File: config.mk
export PLATFORM = sky130hd
export DESIGN_NAME = fetch_unit
export DESIGN_NICKNAME = d
export VERILOG_FILES = /design/src/rtl/fetch_pkg.sv /design/src/rtl/fetch_target_gen.sv /design/src/rtl/fetch_unit.sv
export SDC_FILE = /design/constraint.sdc
export NUM_CORES = 1
export LEC_CHECK = 0
export BUFFER_PORTS_ARGS = -buffer_cell sky130_fd_sc_hd__buf_2
export CAP_MARGIN = 20
export CELL_PAD_IN_SITES_DETAIL_PLACEMENT = 1
export CELL_PAD_IN_SITES_GLOBAL_PLACEMENT = 1
export CORE_UTILIZATION = 30
export DETAILED_ROUTE_END_ITERATION = 16
export PLACE_DENSITY = 0.73
export SKIP_CTS_REPAIR_TIMING = 1
export SYNTH_ARGS = -nofsm -noshare
export SYNTH_HDL_FRONTEND = slang
export SYNTH_SLANG_ARGS = --single-unit
File: constraint.sdc
create_clock -name clk -period 2.7 [get_ports clk]
set_input_delay 0.405 -clock clk [delete_from_list [all_inputs] [get_ports clk]]
set_output_delay 0.405 -clock clk [all_outputs]
set_load 0.01 [all_outputs]
File: src/rtl/fetch_pkg.sv
// fetch_pkg: shared types and constants for the instruction fetch unit.
//   state_e      - fetch FSM state encoding (FETCH, WAIT, HOLD)
//   MODE_*       - redirect_mode encodings (3 is reserved and ignored)
package fetch_pkg;

   typedef enum logic [1:0] {
      FETCH = 2'd0,   // request issued to instruction memory
      WAIT  = 2'd1,   // one request outstanding, waiting for the response
      HOLD  = 2'd2    // instruction presented downstream until consumed
   } state_e;

   localparam logic [1:0] MODE_BRANCH = 2'd0;
   localparam logic [1:0] MODE_JUMP   = 2'd1;
   localparam logic [1:0] MODE_JR     = 2'd2;

endpackage

File: src/rtl/fetch_target_gen.sv
// fetch_target_gen: combinational redirect target computation.
//   redirect_valid/mode  - redirect request and its kind
//   redirect_base        - PC+STEP of the redirecting instruction
//   redirect_imm         - branch word offset or 26-bit jump index
//   redirect_reg         - jump-register target
//   target_valid         - redirect is real (reserved mode suppressed)
//   target               - next fetch PC
module fetch_target_gen
   import fetch_pkg::*;
#(
   parameter int WIDTH = 32
) (
   input  logic             redirect_valid,
   input  logic [1:0]       redirect_mode,
   input  logic [WIDTH-1:0] redirect_base,
   input  logic [WIDTH-1:0] redirect_imm,
   input  logic [WIDTH-1:0] redirect_reg,
   output logic             target_valid,
   output logic [WIDTH-1:0] target
);

   // Clearing the low two bits by mask keeps every register bit in use.
   localparam logic [WIDTH-1:0] WORD_MASK = ~WIDTH'(3);

   always_comb begin
      // NOTE: every output gets a default first so no path can infer a latch.
      target_valid = 1'b0;
      target       = '0;
      case (redirect_mode)
         MODE_BRANCH: begin
            target_valid = redirect_valid;
            target       = redirect_base + (redirect_imm << 2);
         end
         MODE_JUMP: begin
            target_valid = redirect_valid;
            target       = {redirect_base[WIDTH-1:28], redirect_imm[25:0], 2'b00};
         end
         MODE_JR: begin
            target_valid = redirect_valid;
            target       = redirect_reg & WORD_MASK;
         end
         default: ;  // reserved mode: no redirect at all
      endcase
   end

endmodule

File: src/rtl/fetch_unit.sv
// fetch_unit: single-outstanding instruction fetch with redirect support.
//   clk, rst              - rising-edge clock, synchronous active-high reset
//   redirect_*            - one-cycle redirect request (see fetch_target_gen)
//   imem_req_valid/ready  - instruction memory request handshake
//   imem_req_addr         - request address (current pc)
//   imem_rsp_valid/data   - instruction memory response
//   inst_valid/ready      - downstream handshake
//   inst_data/pc/pc4      - fetched word, its address, address + STEP
module fetch_unit
   import fetch_pkg::*;
#(
   parameter int               WIDTH        = 32,
   parameter logic [WIDTH-1:0] RESET_VECTOR = '0,
   parameter int unsigned      STEP         = 4
) (
   input  logic             clk,
   input  logic             rst,
   input  logic             redirect_valid,
   input  logic [1:0]       redirect_mode,
   input  logic [WIDTH-1:0] redirect_base,
   input  logic [WIDTH-1:0] redirect_imm,
   input  logic [WIDTH-1:0] redirect_reg,
   output logic             imem_req_valid,
   output logic [WIDTH-1:0] imem_req_addr,
   input  logic             imem_req_ready,
   input  logic             imem_rsp_valid,
   input  logic [WIDTH-1:0] imem_rsp_data,
   output logic             inst_valid,
   output logic [WIDTH-1:0] inst_data,
   output logic [WIDTH-1:0] inst_pc,
   output logic [WIDTH-1:0] inst_pc4,
   input  logic             inst_ready
);

   localparam logic [WIDTH-1:0] STEP_W = WIDTH'(STEP);

   state_e           state_q, state_d;
   logic [WIDTH-1:0] pc_q, pc_d;
   logic [WIDTH-1:0] req_pc_q, req_pc_d;
   logic             drop_q, drop_d;
   logic             inst_valid_q, inst_valid_d;
   logic [WIDTH-1:0] inst_data_q, inst_data_d;
   logic [WIDTH-1:0] inst_pc_q, inst_pc_d;
   logic [WIDTH-1:0] inst_pc4_q, inst_pc4_d;

   logic             redir;
   logic [WIDTH-1:0] redir_target;

   fetch_target_gen #(.WIDTH(WIDTH)) u_target_gen (
      .redirect_valid (redirect_valid),
      .redirect_mode  (redirect_mode),
      .redirect_base  (redirect_base),
      .redirect_imm   (redirect_imm),
      .redirect_reg   (redirect_reg),
      .target_valid   (redir),
      .target         (redir_target)
   );

   always_comb begin
      state_d        = state_q;
      pc_d           = pc_q;
      req_pc_d       = req_pc_q;
      drop_d         = drop_q;
      inst_valid_d   = inst_valid_q;
      inst_data_d    = inst_data_q;
      inst_pc_d      = inst_pc_q;
      inst_pc4_d     = inst_pc4_q;
      imem_req_valid = 1'b0;

      case (state_q)
         FETCH: begin
            // Request is masked during reset so nothing leaks out before the
            // registers have taken their reset values.
            imem_req_valid = !rst;
            if (imem_req_ready) begin
               pc_d     = pc_q + STEP_W;
               req_pc_d = pc_q;
               state_d  = WAIT;
               // Accepted request now fetches from the wrong path.
               if (redir) drop_d = 1'b1;
            end
         end
         WAIT: begin
            if (imem_rsp_valid) begin
               if (drop_q || redir) begin
                  drop_d  = 1'b0;
                  state_d = FETCH;
               end else begin
                  inst_valid_d = 1'b1;
                  inst_data_d  = imem_rsp_data;
                  inst_pc_d    = req_pc_q;
                  inst_pc4_d   = req_pc_q + STEP_W;
                  state_d      = HOLD;
               end
            end else if (redir) begin
               drop_d = 1'b1;
            end
         end
         HOLD: begin
            if (inst_ready || redir) begin
               inst_valid_d = 1'b0;
               state_d      = FETCH;
            end
         end
         default: state_d = FETCH;
      endcase

      // Redirect overrides the sequential increment in every state.
      if (redir) pc_d = redir_target;
   end

   always_ff @(posedge clk) begin
      if (rst) begin
         // NOTE: sequential state uses non-blocking assignments so every flop
         // samples the values from before this edge.
         state_q      <= FETCH;
         pc_q         <= RESET_VECTOR;
         req_pc_q     <= '0;
         drop_q       <= 1'b0;
         inst_valid_q <= 1'b0;
         inst_data_q  <= '0;
         inst_pc_q    <= '0;
         inst_pc4_q   <= '0;
      end else begin
         state_q      <= state_d;
         pc_q         <= pc_d;
         req_pc_q     <= req_pc_d;
         drop_q       <= drop_d;
         inst_valid_q <= inst_valid_d;
         inst_data_q  <= inst_data_d;
         inst_pc_q    <= inst_pc_d;
         inst_pc4_q   <= inst_pc4_d;
      end
   end

   assign imem_req_addr = pc_q;
   assign inst_valid    = inst_valid_q;
   assign inst_data     = inst_data_q;
   assign inst_pc       = inst_pc_q;
   assign inst_pc4      = inst_pc4_q;

endmodule
======== Yosys cells after proc, flatten, opt, wreduce, memory -nomap -nowiden ========
Index checks and enable logic that the tools add are counted.
cells by class
  $add $sub $neg .......................... 3
  eq/ne operators ......................... 9
  multiplexer cells ....................... 20
  bitwise gates (word level) .............. 1
  reductions and logical operators ........ 16
operators with widths
  operator                                                               count
  32-bit 2-to-1 mux                                                      3
  32-bit one-hot mux with 3 select lines                                 1
  32-bit by 3-bit adder with 32-bit output, second input constant        2
  32-bit adder                                                           1
  1-bit 2-to-1 mux                                                       9
  3-bit AND reduction                                                    3
  2-bit 2-to-1 mux                                                       4
  2-bit inequality test, second input constant                           4
  2-bit nonzero test                                                     4
  2-bit one-hot mux with 3 select lines                                  1
  2-bit by 1-bit equality test with 1-bit output, second input constant  2
  2-bit equality test, second input constant                             2
  2-bit zero test                                                        2
  1-bit one-hot mux with 2 select lines                                  2
  2-bit AND reduction                                                    2
  4-bit AND reduction                                                    1
  3-bit inequality test, second input constant                           1
  3-bit OR reduction                                                     1
  1-bit logical OR                                                       2
  1-bit zero test                                                        1
  1-bit inverter                                                         1
word-level totals
  register bits after elaboration ......... 164
  bits of input ports ..................... 136
  output and inout bits ................... 130
  logic and storage cells ................. 57

======== Logic depth before layout (Yosys ltp) ========
  word-level depth ........................ 7
  gate-level depth with buffers ........... 12
  gate-level depth less buffers ........... 12

======== Modules after synthesis ========
From an unflattened synthesis, not the netlist that was laid out.
second synthesis, totals
  cell total of the unflattened synthesis .. 1,200
  area total of the unflattened synthesis .. 9,024.9 µm²
modules (own cells, without submodules)
  module            instances  cells each  area each (µm²)
  fetch_unit        1          870         6,890.4
  fetch_target_gen  1          330         2,134.5

======== Worst setup path before layout ========
No wires, ideal clock.
  path type ............................... input to register
  start point ............................. input redirect_base[2]
  end point ............................... register pc_q[30] (netlist: imem_req_addr[30])
  setup time .............................. 0.095 ns
  arrival ................................. 2.483 ns
  setup slack ............................. 0.122 ns
  stages .................................. 12
  path buffers ............................ 0
  path through ............................ ha_1 -> inv_1 -> fa_1 -> nor2b_1 -> o31a_1 -> o21ai_2 -> a21oi_2 -> o2111ai_1 -> a21oi_2 -> a21oi_1 -> or3_1 -> a221oi_1
on the way
  longest elaborated chain between the ends .. 3
ends and longest elaborated chain
  element                                 line                    RTL
  start: declaration                      fetch_unit.sv:20        input logic [WIDTH-1:0] redirect_base,
  32-bit adder                            fetch_target_gen.sv:32  target = redirect_base + (redirect_imm << 2);
  32-bit one-hot mux with 3 select lines  fetch_target_gen.sv:29  case (redirect_mode)
  32-bit 2-to-1 mux                       fetch_unit.sv:109       if (redir) pc_d = redir_target;
  end signal: assignment                  fetch_unit.sv:126       pc_q <= pc_d;
  end: declaration                        fetch_unit.sv:38        logic [WIDTH-1:0] pc_q, pc_d;
Every way passes these cells.
A chain may end at the register's enable or synchronous reset.

======== Final worst setup path ========
  start point ............................. input redirect_imm[0]
  end point ............................... register pc_q[30] (netlist: imem_req_addr[30])
on the way
  longest elaborated chain between the ends .. 3
ends and longest elaborated chain
  element                                 line                    RTL
  start: declaration                      fetch_unit.sv:21        input logic [WIDTH-1:0] redirect_imm,
  32-bit adder                            fetch_target_gen.sv:32
  32-bit one-hot mux with 3 select lines  fetch_target_gen.sv:29
  32-bit 2-to-1 mux                       fetch_unit.sv:109
Every way passes these cells.

==> run_results.csv <==
group,metric,value,unit
outcome,status,"complete, no violations",
final_layout,nNetsFinal,1592,
sta,finalCritPeriodShare,92.4,%
route,via_per_inst,5.03,
clocking,cts_tree,"yes",
route,drtAntennaViolNets,0,
route,routed_wl,31500,µm
clocking,clock_latency,0.43,ns
sta,drv_slew,0,
placed_design,dp.final_hpwl,23900,µm
placed_design,globalplace.congestion,0.943,
final_layout,final_common_cell,"buf_2",
sta,layout_setup_ws,0.204,ns
global_route,antenna_found_initial,0,
yosys,ys_seq_area_share,36.9,%
min_path,hold_class,"input port to flop",
final_layout,fill_cells,3647,
sta,tightest_slew,1.07,ns
final_layout,final_cell_mix,"260 x buf_2, 246 x nand2_1, 171 x a21oi_1",
global_route,grt_pass1_wl,49900,µm
sta,finalCriticalPeriod,2.50,ns
yosys,synth_area_leaders,"dfxtp_1 37%, nand2_1 11%, a21oi_1 9.7%",
sta,hold_violations,0,
critical_path,crit_required,3.03,ns
critical_path,cp-end-kind,"flop",
clocking,cts_made_buffers,17,
critical_path,critPathLaunchType,"input port",
yosys,syn_nets,1318,
sta,rsz0062_at_grt,"false",
critical_path,critPathMaxStageDelay,0.38,ns
route,vias,9163,
power,leakage,4.78,nW
critical_path,crit_chain,"buf_2 > ha_1 > inv_1 > fa_1 > nor2b_1 > o31a_1 > o21ai_2 > a21oi_4 > o2111ai_1 > a21oi_2 > a21oi_1 > or3_1 > a221oi_1",
yosys,synth_flop_cell,"dfxtp_1",
placed_design,dp_slack,-0.253,ns
placed_design,dpl_cell_area,10900,µm²
yosys,synth_edf_count,0,
critical_path,crit_fanout,4,
clocking,clk_pin_slew_worst_paths,0.07,ns
route,drc_errors,0,
sta,relSlewSlack,28.2,%
yosys,synth_cell_types,74,
global_route,grt_pass1_vias,9115,
critical_path,critical-path-slowest-cell,"fa_1",
yosys,syn_area,8790,µm²
floorplan,rows,62,
route,drtIter0Drc,492,
clocking,clock-sinks,162,
yosys,syn_area_per_cell,7.65,µm²
route,drt_pre_antenna_iters,6,
yosys,synthCells,1150,
route,wire_per_inst,17.3,µm
yosys,ys_async_sr_fraction,0,%
final_layout,antennaDiodeCount,0,
placed_design,port_buffers,261,
power,p_per_area,554,nW/µm²
final_layout,layout-drive-gt1-share,27.2,%
floorplan,core,28800,µm²
critical_path,path_class,"input port to flop",
clocking,cts_buffer_depth,2,
clocking,cts_root_buf,"clkbuf_16",
final_layout,area_growth,30.3,%
floorplan,start_util,30.5,%
final_layout,finalInstanceArea,11500,µm²
floorplan,die-width,173,µm
sta,finClkSkew,0.0131,ns
floorplan,die_h,173,µm
run,cap_violations,0,
sta,setup_viol_count_final,0,
critical_path,crit_arrival,2.83,ns
yosys,yosysWarnings,0,
yosys,synth_top_area_share,36.9,%
power,ir_drop,336,µV
global_route,overflow,0,
yosys,synth_largest_area_cell,"dfxtp_1",
global_route,grt_max_degree,111,
clocking,htree_levels,4,
yosys,synth-seq-cells,162,
sta,max_freq,0.401,GHz
floorplan,die_area,30000,µm²
floorplan,io_pins,266,
global_route,grt_usage,20.8,%
state kept, by name, summed over array words and instances (netlist names):
signal,cells
inst_pc4,30
imem_req_addr,32
req_pc_q,32
state_q,2
drop_q,1
inst_data,32
inst_pc,32
inst_valid,1
routing by layer:
metal / global-route usage [%] / up-vias / wire (µm)
li1: - / 4593 / -
met4: 6.64 / 0 / 606
met2: 33.2 / 243 / 14100
met5: 0 / - / 0
met1: 28.2 / 4292 / 15200
met3: 3.96 / 35 / 1550
path summary, 6_finish.rpt:
path | endpoint | cells past startpoint | start | slack, ns
min reg2reg | inst_data[3] | 2 | inst_data[3] | 0.45
min | inst_data[7] | 3 | imem_rsp_data[7] | 0.21
max reg2reg | imem_req_addr[25] | 9 | imem_req_addr[17] | 0.29
max | imem_req_addr[30] | 13 | redirect_imm[0] | 0.20
cells in the mapped netlist (all sizes together) (7+ instances only):
cell type / count
a211oi: 31
a21o: 9
a21oi: 173
a221oi: 12
a31oi: 7
and3: 14
buf: 18
clkbuf: 59
dfxtp: 162
ha: 31
inv: 15
nand2: 246
nand2b: 8
nand3: 27
nand4: 18
nor2: 80
nor2b: 7
nor3: 15
o21ai: 59
o22ai: 12
or3: 8
xnor2: 29
xor2: 42
layout make-up:
cell class                      instances  area, µm²  area share [%]
Tap cell                              384        480            4.19
Clock inverter                         13        149            1.30
Timing Repair Buffer                  332       1900            16.6
Multi-Input combinational cell        896       5180            45.2
Clock buffer                           19        443            3.87
Inverter                               15       56.3           0.491
Sequential cell                       162       3240            28.3
critical path, delay by kind of cell:
family          cells  cell delay, ns
compound gates      7            1.23
fa+ha+maj           2            0.55
buf+inv             2            0.16
simple gates        2            0.47
cell families (layout without fill, tap and decap cells):
family          count (synthesis)  in the layout  synth area share, %
buf+inv                        92            379                 4.44
simple gates                  443            443                 22.5
compound gates                345            345                 23.9
fa+ha+maj                      32             32                 4.64
flops                         162            162                 36.9
mux                             5              5                0.598
xor+xnor                       71             71                 7.07
stage by stage:
stage | total power, mW | std cells | hold WS, ns | setup TNS (ns) | utilization (%)
after detailed placement | 3.94 | 1789 | 0.443 | -1.04 | 37.7
final | 6.35 | 1821 | 0.207 | 0 | 39.8
after global routing | 6.65 | 1821 | 0.191 | 0 | 39.8
after floorplan | 3.38 | 1150 | 0.432 | 0 | -
after CTS | 6.41 | 1821 | 0.188 | 0 | 39.8
after global placement | 3.91 | 1789 | 0.439 | -0.539 | 37.7
power breakdown:
group	total [mW]	internal [mW]	leakage (nW)	switching, mW
Clock	2.46	1.40	0.281	1.06
Combinational	1.27	0.541	3.18	0.728
Sequential	2.62	2.50	1.32	0.127
Total	6.35	4.44	4.78	1.91
Note: power is estimated with default switching activity, not from simulation.
